### src/rtl/hazard_ctrl_pkg.sv
// Shared pipeline-hazard types: controller FSM state encoding and operand-forward select codes.
package hazard_ctrl_pkg;

  typedef enum logic [1:0] {
    StRun     = 2'd0,
    StMemWait = 2'd1,
    StError   = 2'd2
  } hz_state_e;

  localparam logic [1:0] FWD_NONE = 2'b00;
  localparam logic [1:0] FWD_W    = 2'b01;
  localparam logic [1:0] FWD_M    = 2'b10;

endpackage

### src/rtl/fwd_sel.sv
// Operand-forward select for one execute-stage source register; memory stage wins over writeback.
module fwd_sel #(
  parameter int unsigned REG_AW = 5
) (
  input  logic [REG_AW-1:0] rs,
  input  logic [REG_AW-1:0] rd_m,
  input  logic [REG_AW-1:0] rd_w,
  input  logic              reg_write_m,
  input  logic              reg_write_w,
  output logic [1:0]        fwd
);
  import hazard_ctrl_pkg::*;

  // x0 is hardwired to zero, so it is never a forwarding source.
  always_comb begin
    fwd = FWD_NONE;
    if (reg_write_m && (rd_m != '0) && (rd_m == rs)) begin
      fwd = FWD_M;
    end else if (reg_write_w && (rd_w != '0) && (rd_w == rs)) begin
      fwd = FWD_W;
    end
  end

endmodule

### src/rtl/hazard_ctrl.sv
// Pipeline hazard controller: forwarding, load-use and redirect handling, memory-wait FSM with
// timeout error, and saturating stall/flush performance counters.
module hazard_ctrl #(
  parameter int unsigned REG_AW      = 5,
  parameter int unsigned CNT_W       = 16,
  parameter int unsigned MEM_TIMEOUT = 64
) (
  input  logic              clk,
  input  logic              rst,
  input  logic [REG_AW-1:0] Rs1_D,
  input  logic [REG_AW-1:0] Rs2_D,
  input  logic [REG_AW-1:0] Rs1_E,
  input  logic [REG_AW-1:0] Rs2_E,
  input  logic [REG_AW-1:0] RD_E,
  input  logic [REG_AW-1:0] RD_M,
  input  logic [REG_AW-1:0] RD_W,
  input  logic              RegWriteM,
  input  logic              RegWriteW,
  input  logic              ResultSrcE,
  input  logic              PCSrcE,
  input  logic              mem_req_M,
  input  logic              mem_ready_M,
  output logic [1:0]        ForwardAE,
  output logic [1:0]        ForwardBE,
  output logic              StallF,
  output logic              StallD,
  output logic              StallE,
  output logic              StallM,
  output logic              FlushD,
  output logic              FlushE,
  output logic              FlushW,
  output logic              hz_err,
  output logic [CNT_W-1:0]  stall_cnt,
  output logic [CNT_W-1:0]  flush_cnt
);
  import hazard_ctrl_pkg::*;

  localparam int unsigned WcW = (MEM_TIMEOUT > 1) ? $clog2(MEM_TIMEOUT) : 1;
  localparam logic [WcW-1:0] WaitLast = WcW'(MEM_TIMEOUT - 1);

  hz_state_e      state_q, state_d;
  logic [WcW-1:0] wait_cnt_q, wait_cnt_d;
  logic           lw_stall;
  logic           mem_stall;

  fwd_sel #(
    .REG_AW (REG_AW)
  ) u_fwd_a (
    .rs          (Rs1_E),
    .rd_m        (RD_M),
    .rd_w        (RD_W),
    .reg_write_m (RegWriteM),
    .reg_write_w (RegWriteW),
    .fwd         (ForwardAE)
  );

  fwd_sel #(
    .REG_AW (REG_AW)
  ) u_fwd_b (
    .rs          (Rs2_E),
    .rd_m        (RD_M),
    .rd_w        (RD_W),
    .reg_write_m (RegWriteM),
    .reg_write_w (RegWriteW),
    .fwd         (ForwardBE)
  );

  assign lw_stall  = ResultSrcE && (RD_E != '0) && ((RD_E == Rs1_D) || (RD_E == Rs2_D));
  // Once timed out the memory stage never completes, so the pipeline stays frozen.
  assign mem_stall = (state_q == StError) ? 1'b1 : (mem_req_M && !mem_ready_M);
  assign hz_err    = (state_q == StError);

  always_comb begin
    state_d    = state_q;
    wait_cnt_d = '0;
    unique case (state_q)
      StRun: begin
        if (mem_stall) state_d = StMemWait;
      end
      StMemWait: begin
        if (mem_ready_M) begin
          state_d = StRun;
        end else if (wait_cnt_q == WaitLast) begin
          state_d = StError;
        end else begin
          wait_cnt_d = wait_cnt_q + WcW'(1);
        end
      end
      StError: state_d = StError;
      default: state_d = StRun;
    endcase
  end

  // Memory stall dominates redirect, which dominates load-use.
  always_comb begin
    StallF = 1'b0;
    StallD = 1'b0;
    StallE = 1'b0;
    StallM = 1'b0;
    FlushD = 1'b0;
    FlushE = 1'b0;
    FlushW = 1'b0;
    if (mem_stall) begin
      StallF = 1'b1;
      StallD = 1'b1;
      StallE = 1'b1;
      StallM = 1'b1;
      FlushW = 1'b1;
    end else if (PCSrcE) begin
      FlushD = 1'b1;
      FlushE = 1'b1;
    end else if (lw_stall) begin
      StallF = 1'b1;
      StallD = 1'b1;
      FlushE = 1'b1;
    end
  end

  always_ff @(posedge clk or negedge rst) begin
    if (!rst) begin
      state_q    <= StRun;
      wait_cnt_q <= '0;
    end else begin
      state_q    <= state_d;
      wait_cnt_q <= wait_cnt_d;
    end
  end

  always_ff @(posedge clk or negedge rst) begin
    if (!rst) begin
      stall_cnt <= '0;
      flush_cnt <= '0;
    end else begin
      if (StallF && (stall_cnt != '1)) stall_cnt <= stall_cnt + CNT_W'(1);
      if ((FlushD || FlushE) && (flush_cnt != '1)) flush_cnt <= flush_cnt + CNT_W'(1);
    end
  end

endmodule

### config.mk
export PLATFORM = sky130hd
export DESIGN_NAME = hazard_ctrl
export DESIGN_NICKNAME = d
export VERILOG_FILES = /design/src/rtl/hazard_ctrl_pkg.sv /design/src/rtl/fwd_sel.sv /design/src/rtl/hazard_ctrl.sv
export SDC_FILE = /design/constraint.sdc
export NUM_CORES = 1
export LEC_CHECK = 0
export ABC_AREA = 1
export CAP_MARGIN = 40
export CORE_MARGIN = 4
export CORE_UTILIZATION = 28
export DETAILED_ROUTE_END_ITERATION = 10
export GPL_TIMING_DRIVEN = 0
export PLACE_DENSITY = 0.5
export SETUP_SLACK_MARGIN = 0.4
export SLEW_MARGIN = 5
export SYNTH_ARGS = -nofsm -noshare
export SYNTH_HDL_FRONTEND = slang
export SYNTH_SLANG_ARGS = --single-unit
### constraint.sdc
create_clock -name clk -period 2.25 [get_ports clk]
set_input_delay 0.45 -clock clk [delete_from_list [all_inputs] [get_ports clk]]
set_output_delay 0.45 -clock clk [all_outputs]
set_load 0.03 [all_outputs]
Word-level counts from Yosys, hierarchy flattened
Cells that the tools add are included.
W data, S select, Z words.
{ "totals": {"inputBits": 43, "reg_bits": 40, "wordCells": 59, "out_inout_bits": 44} }
{ "classes": {"n_addsub": 3, "reduce_logical": 19, "mux": 20, "n_eq_ne": 13} }
{ "op_table": {"columns": ["cell", "n"], "rows": [
  ["$add A16 B1 Y16 const B", 2],
  ["$ne A16 B16 Y1 const B", 2],
  ["$eq A5 B5 Y1", 6],
  ["$mux W6", 3],
  ["$reduce_bool A5 Y1", 3],
  ["$logic_and A1 B1 Y1", 11],
  ["$mux W1", 11],
  ["$mux W2", 5],
  ["$add A6 B1 Y6 const B", 1],
  ["$eq A6 B6 Y1 const B", 1],
  ["$pmux W2 S3", 1],
  ["$ne A3 B3 Y1 const B", 1],
  ["$eq A2 B1 Y1 const B", 1],
  ["$eq A2 B2 Y1 const B", 1],
  ["$logic_not A2 Y1", 1],
  ["$logic_or A1 B1 Y1", 2],
  ["$ne A2 B2 Y1 const B", 1],
  ["$reduce_and A2 Y1", 1],
  ["$logic_not A1 Y1", 1]
]} }

Logic depth before layout (Yosys ltp)
{ "depth": {"ltp_word": 8, "depth_mapped": 12, "ltp_nobuf": 11} }

Hierarchy
From an unflattened synthesis, not the netlist that was laid out.
{ "unflattened": {"hier_cells": 454, "hier_area_um2": 2992.9} }
{ "modules_own_cells": {"columns": ["module", "cells_each", "seq_area_each_um2", "area_each_um2", "instances"], "rows": [
  ["hazard_ctrl", 354, 1001.0, 2565.0, 1],
  ["fwd_sel", 50, 0.0, 214.0, 2]
]} }

Worst setup path before layout
OpenSTA, ideal clock, no wires.
{ "synth_timing": {"kind": "input to output", "start": "input RD_M[3]", "end": "output ForwardAE[0]", "slack_ns": -0.269, "arrival_ns": 2.069, "n_path_buf": 0, "t_required_ns": 1.800, "stages": 3, "path_cell_list": "xor2_1 -> nor4_1 -> nor2_1"} }
{ "synth_via": {"elab_chain_cells": 4, "word_cells_on_any_way": 5, "cone_classes": "eq/ne: 1; mux: 1; reduce/logical: 3"} }
{ "synth_rtl": {"columns": ["element", "line", "source"], "rows": [
  ["start: declaration", "hazard_ctrl.sv:15", "input logic [REG_AW-1:0] RD_M,"],
  ["$reduce_bool A5 Y1", "fwd_sel.sv:17", "if (reg_write_m && (rd_m != '0) && (rd_m == rs)) begin"],
  ["$logic_and A1 B1 Y1", "fwd_sel.sv:17", null],
  ["$logic_and A1 B1 Y1 *", "fwd_sel.sv:17", null],
  ["$mux W2 *", "fwd_sel.sv:17", null],
  ["end: declaration", "hazard_ctrl.sv:23", "output logic [1:0] ForwardAE,"]
]} }
Mark *: on every way between the ends. The rest lies on a longest branch, timed or not.

Worst setup path in the final report
{ "layout_timing": {"start": "input RD_E[0]", "end": "output StallF"} }
{ "layout_via": {"elab_chain_cells": 6, "word_cells_on_any_way": 9, "cone_classes": "eq/ne: 2; mux: 3; reduce/logical: 4"} }
{ "layout_rtl": {"columns": ["element", "line", "source"], "rows": [
  ["start: declaration", "hazard_ctrl.sv:14", "input logic [REG_AW-1:0] RD_E,"],
  ["$eq A5 B5 Y1 or $reduce_bool A5 Y1 (tied branches)", "hazard_ctrl.sv:68", "assign lw_stall = ResultSrcE && (RD_E != '0) && ((RD_E == Rs1_D) || (RD_E == Rs2_D));"],
  ["$logic_or A1 B1 Y1 or $logic_and A1 B1 Y1 (tied branches)", "hazard_ctrl.sv:68", null],
  ["$logic_and A1 B1 Y1 *", "hazard_ctrl.sv:68", null],
  ["$mux W1 *", "hazard_ctrl.sv:112", "end else if (lw_stall) begin"],
  ["$mux W1 *", "hazard_ctrl.sv:109", "end else if (PCSrcE) begin"],
  ["$mux W1 *", "hazard_ctrl.sv:103", "if (mem_stall) begin"],
  ["end: declaration", "hazard_ctrl.sv:25", "output logic StallF,"]
]} }
Marked as above.

==> results.ini <==
[outcome]
status=completed

[global_route]
overflow=0
grt_max_degree=30
gr-usage-all-layers_pct=14.50
antenna_found_initial=0
grt_pass1_wl_microns=13870
grt_pass1_vias=2977

[worst_setup_path]
slowest_delay_ns=0.11
r2r-end=stall_cnt[8]
r2r_setup_slack_ns=0.52
slowest_stage=buf_8
critPathArrivalTime_ns=1.46
critPathLaunchType=input pin
endpoint_kind=output port
cp.required_ns=1.80
cp_cell_sequence=buf_12 -> clkinv_8 -> nand2_4 -> nand2_2 -> nor2_2 -> nand3_1 -> nand2_2 -> nand3_2 -> nand2_4 -> buf_8 -> buf_6 -> buf_6
worstReg2RegStart=stall_cnt[0]
rr_worst_depth=9
critical_path_class=in2out
cp_max_fo=5

[placement]
post-dp-hpwl_microns=6236
dp_cells=612
port-buffer-count=86
gp_congestion=0.8361

[floorplan]
ios=87
rows=36
die_h_microns=108.3
die-area_sq_mm=0.01172
start_util_pct=28.80
coreArea_sq_mm=0.009774
chipWidth_microns=108.3

[finish]
layout_common_cells=111 x nand2_1, 48 x nand3_1, 36 x dfrtp_1
fin_util_pct=46.12
area_delta_synth_final_pct=60.13
final_common_cell=nand2_1
diodes=0
drive_above_1_share_pct=33.91
final_cells=649
layout.nets=561

[cts]
cts.sinks=40
clk_pin_slew_worst_paths_ns=0.09
clockRootBuffer=clkbuf_8
cts.htree.levels=2
cts_tree=yes
cts_buffers=5
clk_latency_ns=0.30
clock_path_buffers=2

[yosys]
yosys.area_share.simple_pct=38.58
muxShareOfSynthArea_pct=0
ys_ff_latch=40
syn_avg_cell_area_sq_um=7.182
synth_top_family_by_area=simple AND/OR/NAND/NOR gates
syn_inst=392
synth-xor-area-share_pct=14.93
yosysUniqueCellTypes=31
synth_fa_ha_area_share_pct=1.333
syn-num-nets=438
synth-compound-area-share_pct=2.089
synth_flop_cell=dfrtp_1
synth.yosys.seq_area_share_pct=35.56
yosys_warnings=0
async_reset_ff_share_pct=100.0
mappedNetlistArea_sq_mm=0.002815
synth_edf_count=0

[sta]
finalSetupTns_ns=0
fin_skew_ns=0.01406
max-slew-margin-rel_pct=77.48
fin_crit_sh_pct=84.77
min_period_ns=1.907
slew_viol_final=0
fmax_mhz=524.3
final_hold_viol_count=0
finalSetupViolations=0
rsz0062_at_grt=yes
tightest_slew_ns=0.3352
whs_ns=0.02325

[pwr]
power_mw=3.126
p_leak_nw=2.326
peakVddDrop_mv=0.2808
power.density_cell_area_mw_per_mm2=693.5

[drt]
drc_errors=0
first_iter_violations=85
vias_per_cell=4.527
wire_per_inst_microns=12.79
firstDrtPassIters=4
vias=2938
postRouteWirelength_microns=8300
ant_nets=0

[job]
maxCapViolCount=0

[min_path]
hold_path.class=in2async

==> flip-flops by register name (all words and copies together), names as in the netlist <==
name and count:
state_q 2, flush_cnt 16, stall_cnt 16, wait_cnt_q 6
==> what timing repair did <==
item                                    4_1_cts  5_1_grt
resized for setup                           275       78
hold buffers                                  0        0
endpoints found under the setup margin       61       36
pin swaps                                    52       40
buffers inserted                             14       15
==> report_power, final <==
group,internal (mW),switching [mW],leakage [nW],total (mW)
registers,0.826,0.137,0.540,0.963
clock network,0.363,0.273,0.0614,0.636
logic,0.691,0.836,1.73,1.53
==> per-layer routing <==
layer	part of all wire (%)	wire length, microns	track usage [%]
met5	0	0	0
met1	42	3477	17.73
met2	53	4365	25.93
met3	4.3	354	2.507
met4	1.2	102	4.418
==> cell type report <==
class	instances	area, sq um
buffer	9	97.59
clock buffer	6	82.58
clock inverter	2	38.79
fill	1023	5266
inverter	39	166.4
multi-input combinational	304	1922
sequential	40	1006
tap	133	166.4
timing repair buffer	116	1028
==> cell families after synthesis <==
logic type / Yosys count
AO/OA/AOI/OAI: 10
XOR/XNOR: 48
adder cells (fa/ha/maj): 3
buffers and inverters: 48
flip-flops: 40
AND/OR/NAND/NOR: 243
==> critical path: cells and delay by family <==
family,cells,cell delay (ns)
simple gates,7,0.55
buf+inv,5,0.45
==> cells in the mapped netlist, types with 4 or more instances <==
master   count  area (sq um)
buf_2        4         20.02
inv_2        6         22.52
nand2_2      4         25.02
nor3_1       5         25.02
inv_1       32         120.1
nor4_1       4         25.02
dfrtp_1     40          1001
nand3_1     53         265.3
nand2_1    124         465.5
nor2_1      38         142.6
xor2_1      25         219.0
xnor2_1     23         201.4
==> worst max-delay path by stage <==
stage | from | to | slack (ns) | cells after the start
finish | RD_E[0] | StallF | 0.34 | 12
global route | RD_E[3] | StallF | 0.28 | 12
CTS | RD_E[0] | StallF | 0.25 | 12
detailed placement | RD_E[0] | StallF | -0.90 | 12
global placement | RD_E[0] | StallF | -0.89 | 12
floorplan | state_q[1] | StallF | 0.38 | 6
==> stage by stage <==
stage / instance area [sq um] / worst slack (ns)
3_3_place_gp: 3906 / -0.8917
5_1_grt: 4508 / 0.2753
4_1_cts: 4154 / 0.2503
3_5_place_dp: 3921 / -0.9020
2_1_floorplan: 2879 / 0.3789
6_report: 4508 / 0.3427
Note: power is estimated with default switching activity, not from simulation.
